File: src/rtl/node_share_sched_pkg.sv
// Shared types and constants for the primitive-recursion node scheduler.
package node_sched_pkg;

  typedef enum logic [2:0] {
    ST_IDLE   = 3'd0,
    ST_LAUNCH = 3'd1,
    ST_RUN    = 3'd2,
    ST_DONE   = 3'd3,
    ST_ABORT  = 3'd4
  } sched_state_t;

  localparam int DEF_WIDTH = 16;
  localparam int TMO_W     = 32;
  // Cycles the node reset is held after a watchdog abort
  localparam int ABORT_LEN = 2;

endpackage

File: src/rtl/node_share_sched_if.sv
// Requester bus plus node handshake seen by the scheduler.
interface node_share_sched_if
  import node_sched_pkg::*;
#(
  parameter int N     = 4,
  parameter int WIDTH = DEF_WIDTH
);
  logic [N-1:0]       REQ;
  logic [N*WIDTH-1:0] REQ_IN0;
  logic [N*WIDTH-1:0] REQ_IN1;
  logic [N-1:0]       ACK;
  logic               ERR;
  logic [WIDTH-1:0]   RES_OUT;
  logic               BUSY;
  logic               NODE_RST;
  logic               NODE_ST;
  logic [WIDTH-1:0]   NODE_IN0;
  logic [WIDTH-1:0]   NODE_IN1;
  logic               NODE_RD;
  logic [WIDTH-1:0]   NODE_RES;

  modport master (
    output REQ, REQ_IN0, REQ_IN1, NODE_RD, NODE_RES,
    input  ACK, ERR, RES_OUT, BUSY, NODE_RST, NODE_ST, NODE_IN0, NODE_IN1
  );

  modport slave (
    input  REQ, REQ_IN0, REQ_IN1, NODE_RD, NODE_RES,
    output ACK, ERR, RES_OUT, BUSY, NODE_RST, NODE_ST, NODE_IN0, NODE_IN1
  );
endinterface

File: src/rtl/node_share_sched_rr_arbiter.sv
// Combinational round-robin pick: first set request at or after start, wrapping.
module node_rr_arbiter #(
  parameter  int N  = 4,
  localparam int IW = $clog2(N)
) (
  input  logic [N-1:0]  req,
  input  logic [IW-1:0] start,
  output logic [IW-1:0] win,
  output logic          vld
);

  // Scan N positions from start; the first hit is kept
  always_comb begin
    int  pos_v;
    logic hit_v;
    win = '0;
    vld = 1'b0;
    for (int k = 0; k < N; k++) begin
      pos_v = ((int'(start) + k) >= N) ? (int'(start) + k - N) : (int'(start) + k);
      hit_v = !vld && req[pos_v];
      win   = hit_v ? IW'(pos_v) : win;
      vld   = vld | hit_v;
    end
  end

endmodule

File: src/rtl/node_share_sched.sv
// Shares one recursion node among N requesters: round-robin grant, start/ready
// handshake, result return with one-cycle ACK and a watchdog abort path.
module node_share_sched
  import node_sched_pkg::*;
#(
  parameter int N       = 4,
  parameter int WIDTH   = DEF_WIDTH,
  parameter int TIMEOUT = 65535
) (
  input  logic              CLK,
  input  logic              RST,
  node_share_sched_if.slave sif
);

  localparam int               IW      = $clog2(N);
  localparam logic [TMO_W-1:0] TMO_LIM = TMO_W'(TIMEOUT);
  localparam logic [1:0]       AB_LAST = 2'(ABORT_LEN - 1);

  sched_state_t     state_r, state_nxt_s;
  logic [IW-1:0]    ptr_r, ptr_nxt_s, win_r, win_nxt_s, start_s, pick_s;
  logic             first_r, first_nxt_s, pick_vld_s;
  logic [WIDTH-1:0] in0_r, in0_nxt_s, in1_r, in1_nxt_s, res_r, res_nxt_s;
  logic [TMO_W-1:0] cnt_r, cnt_nxt_s;
  logic [1:0]       ab_cnt_r, ab_nxt_s;
  logic [N-1:0]     ack_r, ack_nxt_s;
  logic             err_r, err_nxt_s, busy_r, busy_nxt_s;
  logic             node_rst_r, nrst_nxt_s, node_st_r, st_nxt_s;

  // The very first search after reset starts at requester 0
  assign start_s = first_r ? '0 : ((ptr_r == IW'(N - 1)) ? '0 : ptr_r + IW'(1));

  node_rr_arbiter #(.N(N)) u_arb (
    .req   (sif.REQ),
    .start (start_s),
    .win   (pick_s),
    .vld   (pick_vld_s)
  );

  // Next-state and next-output decode
  always_comb begin
    state_nxt_s = state_r;
    ptr_nxt_s   = ptr_r;
    first_nxt_s = first_r;
    win_nxt_s   = win_r;
    in0_nxt_s   = in0_r;
    in1_nxt_s   = in1_r;
    cnt_nxt_s   = cnt_r;
    ab_nxt_s    = ab_cnt_r;
    ack_nxt_s   = '0;
    err_nxt_s   = 1'b0;
    res_nxt_s   = res_r;
    busy_nxt_s  = busy_r;
    nrst_nxt_s  = 1'b0;
    st_nxt_s    = 1'b0;
    case (state_r)
      ST_IDLE: begin
        if (pick_vld_s && sif.NODE_RD) begin
          state_nxt_s = ST_LAUNCH;
          win_nxt_s   = pick_s;
          in0_nxt_s   = sif.REQ_IN0[int'(pick_s)*WIDTH +: WIDTH];
          in1_nxt_s   = sif.REQ_IN1[int'(pick_s)*WIDTH +: WIDTH];
          busy_nxt_s  = 1'b1;
          cnt_nxt_s   = '0;
          st_nxt_s    = 1'b1;
        end else begin
          state_nxt_s = ST_IDLE;
        end
      end
      ST_LAUNCH: begin
        if (cnt_r == TMO_LIM) begin
          state_nxt_s = ST_ABORT;
          nrst_nxt_s  = 1'b1;
          ab_nxt_s    = 2'd0;
        end else if (!sif.NODE_RD) begin
          state_nxt_s = ST_RUN;
          cnt_nxt_s   = cnt_r + 32'd1;
        end else begin
          st_nxt_s    = 1'b1;
          cnt_nxt_s   = cnt_r + 32'd1;
        end
      end
      ST_RUN: begin
        if (cnt_r == TMO_LIM) begin
          state_nxt_s = ST_ABORT;
          nrst_nxt_s  = 1'b1;
          ab_nxt_s    = 2'd0;
        end else if (sif.NODE_RD) begin
          state_nxt_s       = ST_DONE;
          res_nxt_s         = sif.NODE_RES;
          ack_nxt_s[win_r]  = 1'b1;
        end else begin
          cnt_nxt_s   = cnt_r + 32'd1;
        end
      end
      ST_DONE: begin
        state_nxt_s = ST_IDLE;
        busy_nxt_s  = 1'b0;
        ptr_nxt_s   = win_r;
        first_nxt_s = 1'b0;
      end
      ST_ABORT: begin
        if (ab_cnt_r == AB_LAST) begin
          state_nxt_s      = ST_DONE;
          ack_nxt_s[win_r] = 1'b1;
          err_nxt_s        = 1'b1;
          res_nxt_s        = '0;
        end else begin
          nrst_nxt_s  = 1'b1;
          ab_nxt_s    = ab_cnt_r + 2'd1;
        end
      end
      default: begin
        state_nxt_s = ST_IDLE;
        busy_nxt_s  = 1'b0;
      end
    endcase
  end

  // State, operand, watchdog and output registers
  always_ff @(posedge CLK or negedge RST) begin
    if (!RST) begin
      state_r    <= ST_IDLE;
      ptr_r      <= '0;
      first_r    <= 1'b1;
      win_r      <= '0;
      in0_r      <= '0;
      in1_r      <= '0;
      cnt_r      <= '0;
      ab_cnt_r   <= 2'd0;
      ack_r      <= '0;
      err_r      <= 1'b0;
      res_r      <= '0;
      busy_r     <= 1'b0;
      node_rst_r <= 1'b1;
      node_st_r  <= 1'b0;
    end else begin
      state_r    <= state_nxt_s;
      ptr_r      <= ptr_nxt_s;
      first_r    <= first_nxt_s;
      win_r      <= win_nxt_s;
      in0_r      <= in0_nxt_s;
      in1_r      <= in1_nxt_s;
      cnt_r      <= cnt_nxt_s;
      ab_cnt_r   <= ab_nxt_s;
      ack_r      <= ack_nxt_s;
      err_r      <= err_nxt_s;
      res_r      <= res_nxt_s;
      busy_r     <= busy_nxt_s;
      node_rst_r <= nrst_nxt_s;
      node_st_r  <= st_nxt_s;
    end
  end

  assign sif.ACK      = ack_r;
  assign sif.ERR      = err_r;
  assign sif.RES_OUT  = res_r;
  assign sif.BUSY     = busy_r;
  assign sif.NODE_RST = node_rst_r;
  assign sif.NODE_ST  = node_st_r;
  assign sif.NODE_IN0 = in0_r;
  assign sif.NODE_IN1 = in1_r;

endmodule

File: src/flat_wrapper.sv
// flat-port wrapper written by rule: the top's interface ports become plain ports
module node_share_sched_flat import node_sched_pkg::*;
#(
  parameter int N       = 4,
  parameter int WIDTH   = DEF_WIDTH,
  parameter int TIMEOUT = 65535
)
  (CLK, RST, sif_REQ, sif_REQ_IN0, sif_REQ_IN1, sif_NODE_RD, sif_NODE_RES, sif_ACK, sif_ERR, sif_RES_OUT, sif_BUSY, sif_NODE_RST, sif_NODE_ST, sif_NODE_IN0, sif_NODE_IN1);
  node_share_sched_if #(.N(N), .WIDTH(WIDTH)) sif_i ();
  input  logic CLK;
  input  logic RST;
  input wire logic [$bits(sif_i.REQ)-1:0] sif_REQ;
  input wire logic [$bits(sif_i.REQ_IN0)-1:0] sif_REQ_IN0;
  input wire logic [$bits(sif_i.REQ_IN1)-1:0] sif_REQ_IN1;
  input wire logic [$bits(sif_i.NODE_RD)-1:0] sif_NODE_RD;
  input wire logic [$bits(sif_i.NODE_RES)-1:0] sif_NODE_RES;
  output wire logic [$bits(sif_i.ACK)-1:0] sif_ACK;
  output wire logic [$bits(sif_i.ERR)-1:0] sif_ERR;
  output wire logic [$bits(sif_i.RES_OUT)-1:0] sif_RES_OUT;
  output wire logic [$bits(sif_i.BUSY)-1:0] sif_BUSY;
  output wire logic [$bits(sif_i.NODE_RST)-1:0] sif_NODE_RST;
  output wire logic [$bits(sif_i.NODE_ST)-1:0] sif_NODE_ST;
  output wire logic [$bits(sif_i.NODE_IN0)-1:0] sif_NODE_IN0;
  output wire logic [$bits(sif_i.NODE_IN1)-1:0] sif_NODE_IN1;
  assign sif_i.REQ = sif_REQ;
  assign sif_i.REQ_IN0 = sif_REQ_IN0;
  assign sif_i.REQ_IN1 = sif_REQ_IN1;
  assign sif_i.NODE_RD = sif_NODE_RD;
  assign sif_i.NODE_RES = sif_NODE_RES;
  assign sif_ACK = sif_i.ACK;
  assign sif_ERR = sif_i.ERR;
  assign sif_RES_OUT = sif_i.RES_OUT;
  assign sif_BUSY = sif_i.BUSY;
  assign sif_NODE_RST = sif_i.NODE_RST;
  assign sif_NODE_ST = sif_i.NODE_ST;
  assign sif_NODE_IN0 = sif_i.NODE_IN0;
  assign sif_NODE_IN1 = sif_i.NODE_IN1;
  node_share_sched #(.N(N), .WIDTH(WIDTH), .TIMEOUT(TIMEOUT)) u_core (.CLK(CLK), .RST(RST), .sif(sif_i));
endmodule
File: config.mk
export PLATFORM = sky130hd
export DESIGN_NAME = node_share_sched_flat
export DESIGN_NICKNAME = d
export VERILOG_FILES = /design/src/rtl/node_share_sched_pkg.sv /design/src/rtl/node_share_sched_if.sv /design/src/rtl/node_share_sched_rr_arbiter.sv /design/src/rtl/node_share_sched.sv /design/src/flat_wrapper.sv
export SDC_FILE = /design/constraint.sdc
export NUM_CORES = 1
export LEC_CHECK = 0
export ABC_AREA = 0
export CORE_MARGIN = 3
export CORE_UTILIZATION = 44
export DETAILED_ROUTE_END_ITERATION = 8
export GPL_TIMING_DRIVEN = 0
export PLACE_DENSITY = 0.8
export SYNTH_ARGS = -nofsm -noshare
export SYNTH_HDL_FRONTEND = slang
export SYNTH_HIERARCHICAL = 1
export SYNTH_SLANG_ARGS = --single-unit
File: constraint.sdc
create_clock -name CLK -period 3.8 [get_ports CLK]
set_input_delay 0.57 -clock CLK [delete_from_list [all_inputs] [get_ports CLK]]
set_output_delay 0.57 -clock CLK [all_outputs]
set_load 0.01 [all_outputs]
# Word level (Yosys, flattened, before mapping)
# Cells that the tools add are included.
dict set report totals {
  regBits 98
  latchBits 0
  ram_bits 0
  rom_bits 0
  inputBits 151
  out_inout_bits 56
  wordCells 135
  memories 0
}
dict set report op_classes {
  addsub 10
  n_mul 0
  div 0
  n_lt_le_gt_ge 10
  eq_ne 17
  n_shift 2
  n_mux 58
  n_bitwise 4
  reduce_logical 20
}
# op count
set ops {}
lappend ops {{two-way mux 32 bit} 8}
lappend ops {{less-than comparator 32 x 4 -> 1 bit, second input constant} 4}
lappend ops {{variable part select 64 x 7 -> 16 bit} 2}
lappend ops {{>= comparator 32 x 4 -> 1 bit, second input constant} 3}
lappend ops {{one-hot mux 32 bit (3 select lines)} 1}
lappend ops {{subtractor 32 x 4 -> 32 bit, second input constant} 3}
lappend ops {{two-way mux 16 bit} 3}
lappend ops {{adder 32 x 1 -> 32 bit, second input constant} 1}
lappend ops {{== test 32 x 16 -> 1 bit, second input constant} 1}
lappend ops {{one-hot mux 16 bit (2 select lines)} 1}
lappend ops {{two-way mux 1 bit} 18}
lappend ops {{two-way mux 2 bit} 8}
lappend ops {{two-way mux 3 bit} 5}
lappend ops {{two-way mux 4 bit} 3}
lappend ops {{one-hot mux 3 bit (4 select lines)} 1}
lappend ops {{inequality test 2 bit, second input constant} 5}
lappend ops {{binary-select mux 1 bit (select 2 bit)} 4}
lappend ops {{one-hot mux 4 bit (2 select lines)} 1}
lappend ops {{adder 2 x 2 -> 3 bit, second input constant} 2}
lappend ops {{== test 3 x 2 -> 1 bit, second input constant} 2}
lappend ops {{inequality test 2 x 1 -> 1 bit, second input constant} 3}
lappend ops {{inequality test 3 x 2 -> 1 bit, second input constant} 2}
lappend ops {{one-hot mux 1 bit (2 select lines)} 3}
lappend ops {{AND reduction 3 bit} 2}
lappend ops {{24 further kinds} 35}

# Longest topological paths before layout
dict set report logic_depth {
  word_depth 20
  ltp_mapped 9
  depth_no_buf 7
}

# By module
# The synthesis kept the hierarchy.
# module n_inst cells_each area_per_inst_um2 seq_area_each_um2
set by_module_without_submodules {}
lappend by_module_without_submodules {node_share_sched 1 461 5265.0 2454.9}
lappend by_module_without_submodules {node_rr_arbiter 1 15 77.6 0.0}

# Worst setup path after synthesis
# OpenSTA, ideal clock, no wires.
dict set report synth_path {
  path_kind {flip-flop to flip-flop}
  from {register u_core.ptr_r[0]}
  to {register u_core.in0_r[7], in the netlist u_core/sif.NODE_IN0[7]}
  setup_ns 0.125
  arrival_time_ns 2.966
  t_required_ns 3.675
  slack_ns 0.709
  stages_incl_launch_ff 10
  n_path_buf 2
  synth_period_minus_slack_ns 3.091
  cell_sequence {dfrtp_1 > ha_1 > nor3_1 > inv_2 > a221o_1 > a21oi_1 > clkbuf_1 > buf_1 > mux4_2 > mux2_2}
}
dict set report synth_between {
  elab_cells_between_ends 47
  classes_between {add/sub: 8; order compare: 4; eq/ne: 1; shift: 1; mux: 22; bitwise: 3; reduce/logical: 8}
}
# item line_no
set synth_rtl {}
lappend synth_rtl {{start, declared} node_share_sched.sv:20} ;# logic [IW-1:0] ptr_r, ptr_nxt_s, win_r, win_nxt_s, start_s, pick_s;
lappend synth_rtl {{start signal, assigned} node_share_sched.sv:138} ;# ptr_r <= ptr_nxt_s;
lappend synth_rtl {{adder 2 x 1 -> 2 bit or == test 2 bit (tied branches)} node_share_sched.sv:30} ;# assign start_s = first_r ? '0 : ((ptr_r == IW'(N - 1)) ? '0 : ptr_r + IW'(1));
lappend synth_rtl {{two-way mux 2 bit (*) (2 in series)} node_share_sched.sv:30}
lappend synth_rtl {{via u_core.start_s[0]} node_share_sched.sv:20}
lappend synth_rtl {{adder 2 x 1 -> 3 bit (tied with other cells)} node_share_sched_rr_arbiter.sv:19} ;# pos_v = ((int'(start) + k) >= N) ? (int'(start) + k - N) : (int'(start) + k);
lappend synth_rtl {{subtractor 32 x 4 -> 32 bit (tied with other cells)} node_share_sched_rr_arbiter.sv:19}
lappend synth_rtl {{two-way mux 32 bit or binary-select mux 1 bit (select 2 bit) (tied branches)} {node_share_sched_rr_arbiter.sv:19, node_share_sched_rr_arbiter.sv:20}}
lappend synth_rtl {{binary-select mux 1 bit (select 2 bit) or two-way mux 1 bit (tied branches)} node_share_sched_rr_arbiter.sv:20} ;# hit_v = !vld && req[pos_v];
lappend synth_rtl {{two-way mux 1 bit (not written as such)} node_share_sched_rr_arbiter.sv:20}
lappend synth_rtl {{(+3 left out)} n/a}
lappend synth_rtl {{zero test 1 bit} node_share_sched_rr_arbiter.sv:20}
lappend synth_rtl {{logical AND 1 bit} node_share_sched_rr_arbiter.sv:20}
lappend synth_rtl {{OR 1 bit} node_share_sched_rr_arbiter.sv:22} ;# vld = vld | hit_v;
lappend synth_rtl {{zero test 1 bit} node_share_sched_rr_arbiter.sv:20}
lappend synth_rtl {{logical AND 1 bit} node_share_sched_rr_arbiter.sv:20}
lappend synth_rtl {{two-way mux 2 bit (*)} node_share_sched_rr_arbiter.sv:21} ;# win = hit_v ? IW'(pos_v) : win;
lappend synth_rtl {{via u_core.pick_s[0]} node_share_sched.sv:20}
lappend synth_rtl {{variable part select 64 x 7 -> 16 bit (*)} node_share_sched.sv:60} ;# in0_nxt_s = sif.REQ_IN0[int'(pick_s)*WIDTH +: WIDTH];
lappend synth_rtl {{end signal, assigned} node_share_sched.sv:141} ;# in0_r <= in0_nxt_s;
lappend synth_rtl {{end, declared} node_share_sched.sv:22} ;# logic [WIDTH-1:0] in0_r, in0_nxt_s, in1_r, in1_nxt_s, res_r, res_nxt_s;
# Mark *: on every way through the listed nets, which the timed path passes. The rest lies on a longest branch. The select of a mux whose other input is x is not followed.
# A chain may end at the register's enable or synchronous reset.

# Final worst setup path
dict set report layout_path {
  from {register u_core.ptr_r[0]}
  to {register u_core.in1_r[6], in the netlist u_core/sif.NODE_IN1[6]}
}
dict set report layout_between {
  elab_cells_between_ends 47
  classes_between {add/sub: 8; order compare: 4; eq/ne: 1; shift: 1; mux: 22; bitwise: 3; reduce/logical: 8}
}
# item line_no
set layout_rtl {}
lappend layout_rtl {{adder 2 x 1 -> 2 bit or == test 2 bit (tied branches)} node_share_sched.sv:30}
lappend layout_rtl {{two-way mux 2 bit (*) (2 in series)} node_share_sched.sv:30}
lappend layout_rtl {{via u_core.start_s[0]} node_share_sched.sv:20}
lappend layout_rtl {{adder 2 x 1 -> 3 bit (tied with other cells)} node_share_sched_rr_arbiter.sv:19}
lappend layout_rtl {{subtractor 32 x 4 -> 32 bit (tied with other cells)} node_share_sched_rr_arbiter.sv:19}
lappend layout_rtl {{two-way mux 32 bit or binary-select mux 1 bit (select 2 bit) (tied branches)} {node_share_sched_rr_arbiter.sv:19, node_share_sched_rr_arbiter.sv:20}}
lappend layout_rtl {{binary-select mux 1 bit (select 2 bit) or two-way mux 1 bit (tied branches)} node_share_sched_rr_arbiter.sv:20}
lappend layout_rtl {{two-way mux 1 bit (not written as such)} node_share_sched_rr_arbiter.sv:20}
lappend layout_rtl {{(+3 left out)} n/a}
lappend layout_rtl {{zero test 1 bit} node_share_sched_rr_arbiter.sv:20}
lappend layout_rtl {{logical AND 1 bit} node_share_sched_rr_arbiter.sv:20}
lappend layout_rtl {{OR 1 bit} node_share_sched_rr_arbiter.sv:22}
lappend layout_rtl {{zero test 1 bit} node_share_sched_rr_arbiter.sv:20}
lappend layout_rtl {{logical AND 1 bit} node_share_sched_rr_arbiter.sv:20}
lappend layout_rtl {{two-way mux 2 bit (*)} node_share_sched_rr_arbiter.sv:21}
lappend layout_rtl {{via u_core.pick_s[0]} node_share_sched.sv:20}
lappend layout_rtl {{variable part select 64 x 7 -> 16 bit (*)} node_share_sched.sv:61} ;# in1_nxt_s = sif.REQ_IN1[int'(pick_s)*WIDTH +: WIDTH];
lappend layout_rtl {{end signal, assigned} node_share_sched.sv:142} ;# in1_r <= in1_nxt_s;
lappend layout_rtl {{end, declared} node_share_sched.sv:22}
# Marks and branches as above.

==> flow_summary_export.csv <==
group,metric,value,unit
die,die_w,116,microns
clock_network,cts_resized,0,
final_layout,final_cells,842,
clock_network,cts_buffers,9,
setup_path,r2r_cells,9,
synthesis,synth.avg_cell_area,11.2,sq um
hold_path,hp-class,"in -> async",
setup_path,path_cells,"ha_1 -> nor3_1 -> inv_2 -> a221o_1 -> a21oi_1 -> clkbuf_1 -> buf_1 -> mux4_2 -> mux2_2",
power,p_leak,3.26,nW
synthesis,ys_seq_area_share,45.9,%
sta,fin_crit_sh,92.6,%
drt,via_count,4906,
die,ios,207,
synthesis,yosys.cell_types.count,57,
place,hpwlAfterDp,12400,microns
sta,finalHoldViolations,0,
status,status,"complete, no violations",
synthesis,ys_ff_latch,98,
die,start_util,45.8,%
sta,fin_worst_skew,8.31,ps
sta,period_minus_slack,3520,ps
die,fp.dieH,116,microns
power,power_density,640,nW/um^2
power,p_total,5.07,mW
sta,setup_viol,0,
place,post-place-ws,63.5,ps
sta,max_slew.worst_pin.slew,1140,ps
global_routing,grt_use_total,23.3,%
sta,fin_ws,282,ps
place,gp_congestion,0.926,
final_layout,syn2layout_area_growth,48.4,%
clock_network,htree_levels,3,
setup_path,required,4020,ps
clock_network,cts_sinks,98,
setup_path,r2r-end,"u_core/sif.NODE_IN1[6]",
setup_path,cp_slowest_cell,"buf_1",
drt,vias_per_cell,5.83,
final_layout,stdcell_area,7930,sq um
global_routing,grt_first_pass_wirelength,24600,microns
sta,slew_violations,0,
final_layout,final_core_util,68.0,%
setup_path,crit_path_max_incr_delay,650,ps
place,dpl_cell_area,7610,sq um
final_layout,drive_gt1_share,15.3,%
setup_path,arrival,3740,ps
setup_path,cp_max_fo,10,
synthesis,synth_top_area_share,45.0,%
setup_path,critical_path_class,"reg -> reg",
setup_path,worstSetupStartpointType,"register",
place,dp_cells,826,
synthesis,synth_top_cell_by_area,"dfrtp_1",
setup_path,r2r-start,"u_core/ptr_r[0]",
final_layout,final_common_cell,"clkdlybuf4s50_1",
final_layout,fin_nets,848,
synthesis,synthTopCellsByArea,"dfrtp_1 45%, mux4_2 13%, mux2_2 7.6%, nand2_1 3.9%, o21ai_0 3.8%",
global_routing,antenna_found_initial,0,
global_routing,grt_max_degree,63,
synthesis,synth_fp_nets,630,
drt,drtPass1Iterations,5,
setup_path,crit_path_end_kind,"register",
synthesis,synth_warnings,6,
final_layout,final.fill_count,851,
clock_network,tritoncts,"built",
clock_network,ctsHoldBuffers,0,
global_routing,grt_pass1_vias,4946,
synthesis,async_flop_share,100,%
clock_network,clk_pin_slew,60,ps
synthesis,syn_area,5340,sq um
clock_network,cts_setup_buffers,0,
die,placementRows,39,
final_layout,diodes,0,
run,cap_viol_max_count,0,
sta,slew_headroom,23.7,%
sta,hold_slack,197,ps
synthesis,syn_inst,476,
sta,max_freq,0.284,GHz
drt,routed_wl,15800,microns
synthesis,synth_ff_type,"dfrtp_1",
drt,post-route-drc-count,0,
sta,fin_setup_tns,0,ps
drt,final_antenna_net_count,0,
clock_network,cts_buffer_depth,2,
place,portBuffers,206,
die,fp.dieArea,13500,sq um
sta,rsz0062_at_grt,"no",
final_layout,layout_common_cells,"205 x clkdlybuf4s50_1, 96 x dfrtp_1, 55 x nand2_1",
global_routing,globalRouteOverflowTotal,0,
clock_network,worst_skew_pair.late_latency,340,ps
drt,drt_iter0_markers,288,
clock_network,cts_root_buf,"clkbuf_16",
die,core-area,11700,sq um
synthesis,synth_edf_count,0,
setup_path,rrSetupSlack,280,ps
power,vdd_drop_max,395,uV
drt,wl_per_cell,18.8,microns
-- per-layer routing --
metal / wire length [microns] / vias to the layer above / share of wire (%) / track usage (%)
li1: - / 2260 / - / -
met1: 5600 / 2404 / 35 / 26.5
met2: 8700 / 221 / 55 / 42.8
met3: 1290 / 21 / 8.2 / 7.56
met4: 201 / 0 / 1.3 / 5.26
met5: 0 / - / 0 / 0
-- logic make-up (layout without fill, tap and decap cells) --
logic type | count (synthesis) | in the layout | synth area share, %
AOI/OAI and AO/OA | 112 | 112 | 13.8
xor gates and xnor gates | 2 | 2 | 0.328
adders and majority gates | 3 | 3 | 0.703
buffers and inverters | 41 | 264 | 3.14
DFF | 98 | 98 | 45.9
muxes | 70 | 70 | 21.5
and+or+nand+nor | 150 | 150 | 14.7
-- flip-flops by register name (all words and copies together), names as in the netlist --
register and flops:
u_core/ab_cnt_r 2, u_core/sif.NODE_IN1 16, u_core/sif.ACK 4, u_core/ptr_r 2
u_core/win_r 2, u_core/sif.RES_OUT 16, u_core/sif.NODE_ST 1, u_core/sif.NODE_IN0 16
u_core/sif.ERR 1, u_core/cnt_r 32, u_core/sif.BUSY 1, u_core/sif.NODE_RST 1
u_core/state_r 3, u_core/first_r 1
-- report_power, final --
| group | internal [mW] | leakage (nW) | switching (mW) | total (mW) |
|---|---|---|---|---|
| Clock | 0.595 | 0.149 | 0.381 | 0.976 |
| Sequential | 1.37 | 1.24 | 0.212 | 1.59 |
| Combinational | 1.41 | 1.87 | 1.10 | 2.51 |
| Total | 3.38 | 3.26 | 1.70 | 5.07 |
-- cell type report --
type	count	area, sq um	share of cell area [%]
Multi-Input combinational cell	337	2720	34.3
Sequential cell	98	2450	31.0
Timing Repair Buffer	207	2090	26.3
Clock buffer	12	246	3.11
Tap cell	143	179	2.26
Buffer	27	115	1.45
Clock inverter	4	75.1	0.947
Inverter	14	52.6	0.663
-- Yosys cell counts, types with 4 or more instances --
library cell and number:
nor3_1 10, clkbuf_1 17, mux4_2 32, or4_1 6
a21oi_1 20, a21o_1 8, a221o_1 4, buf_2 5
and3_1 9, nand4_1 11, inv_1 13, a31oi_1 9
nor4_1 9, dfrtp_1 96, nand3_1 12, nor2_1 12
mux2_2 36, a211o_1 6, or3_1 5, nand2_1 55
o21ai_0 41
-- worst max path at each step --
stage                    start                      to  slack, ps  cells after the start
3_5_place_dp        sif_REQ[1]  u_core/sif.NODE_IN1[4]         60                      8
4_1_cts        u_core/ptr_r[0]  u_core/sif.NODE_IN1[4]        210                      9
5_1_grt        u_core/ptr_r[0]  u_core/sif.NODE_IN1[4]          4                      9
6_report       u_core/ptr_r[0]  u_core/sif.NODE_IN1[6]        280                      9
3_3_place_gp               RST  u_core/sif.NODE_IN1[3]      -1390                      1
2_1_floorplan  u_core/ptr_r[0]  u_core/sif.NODE_IN0[7]        710                      9
-- worst max-delay path, delay by kind of cell, from the launching register on --
family,cells,cell delay [ps]
compound gates,2,490
fa+ha+maj,1,200
buf+inv,3,1080
flops,1,400
mux,2,880
simple gates,1,350
Note: power is estimated with default switching activity, not from simulation.
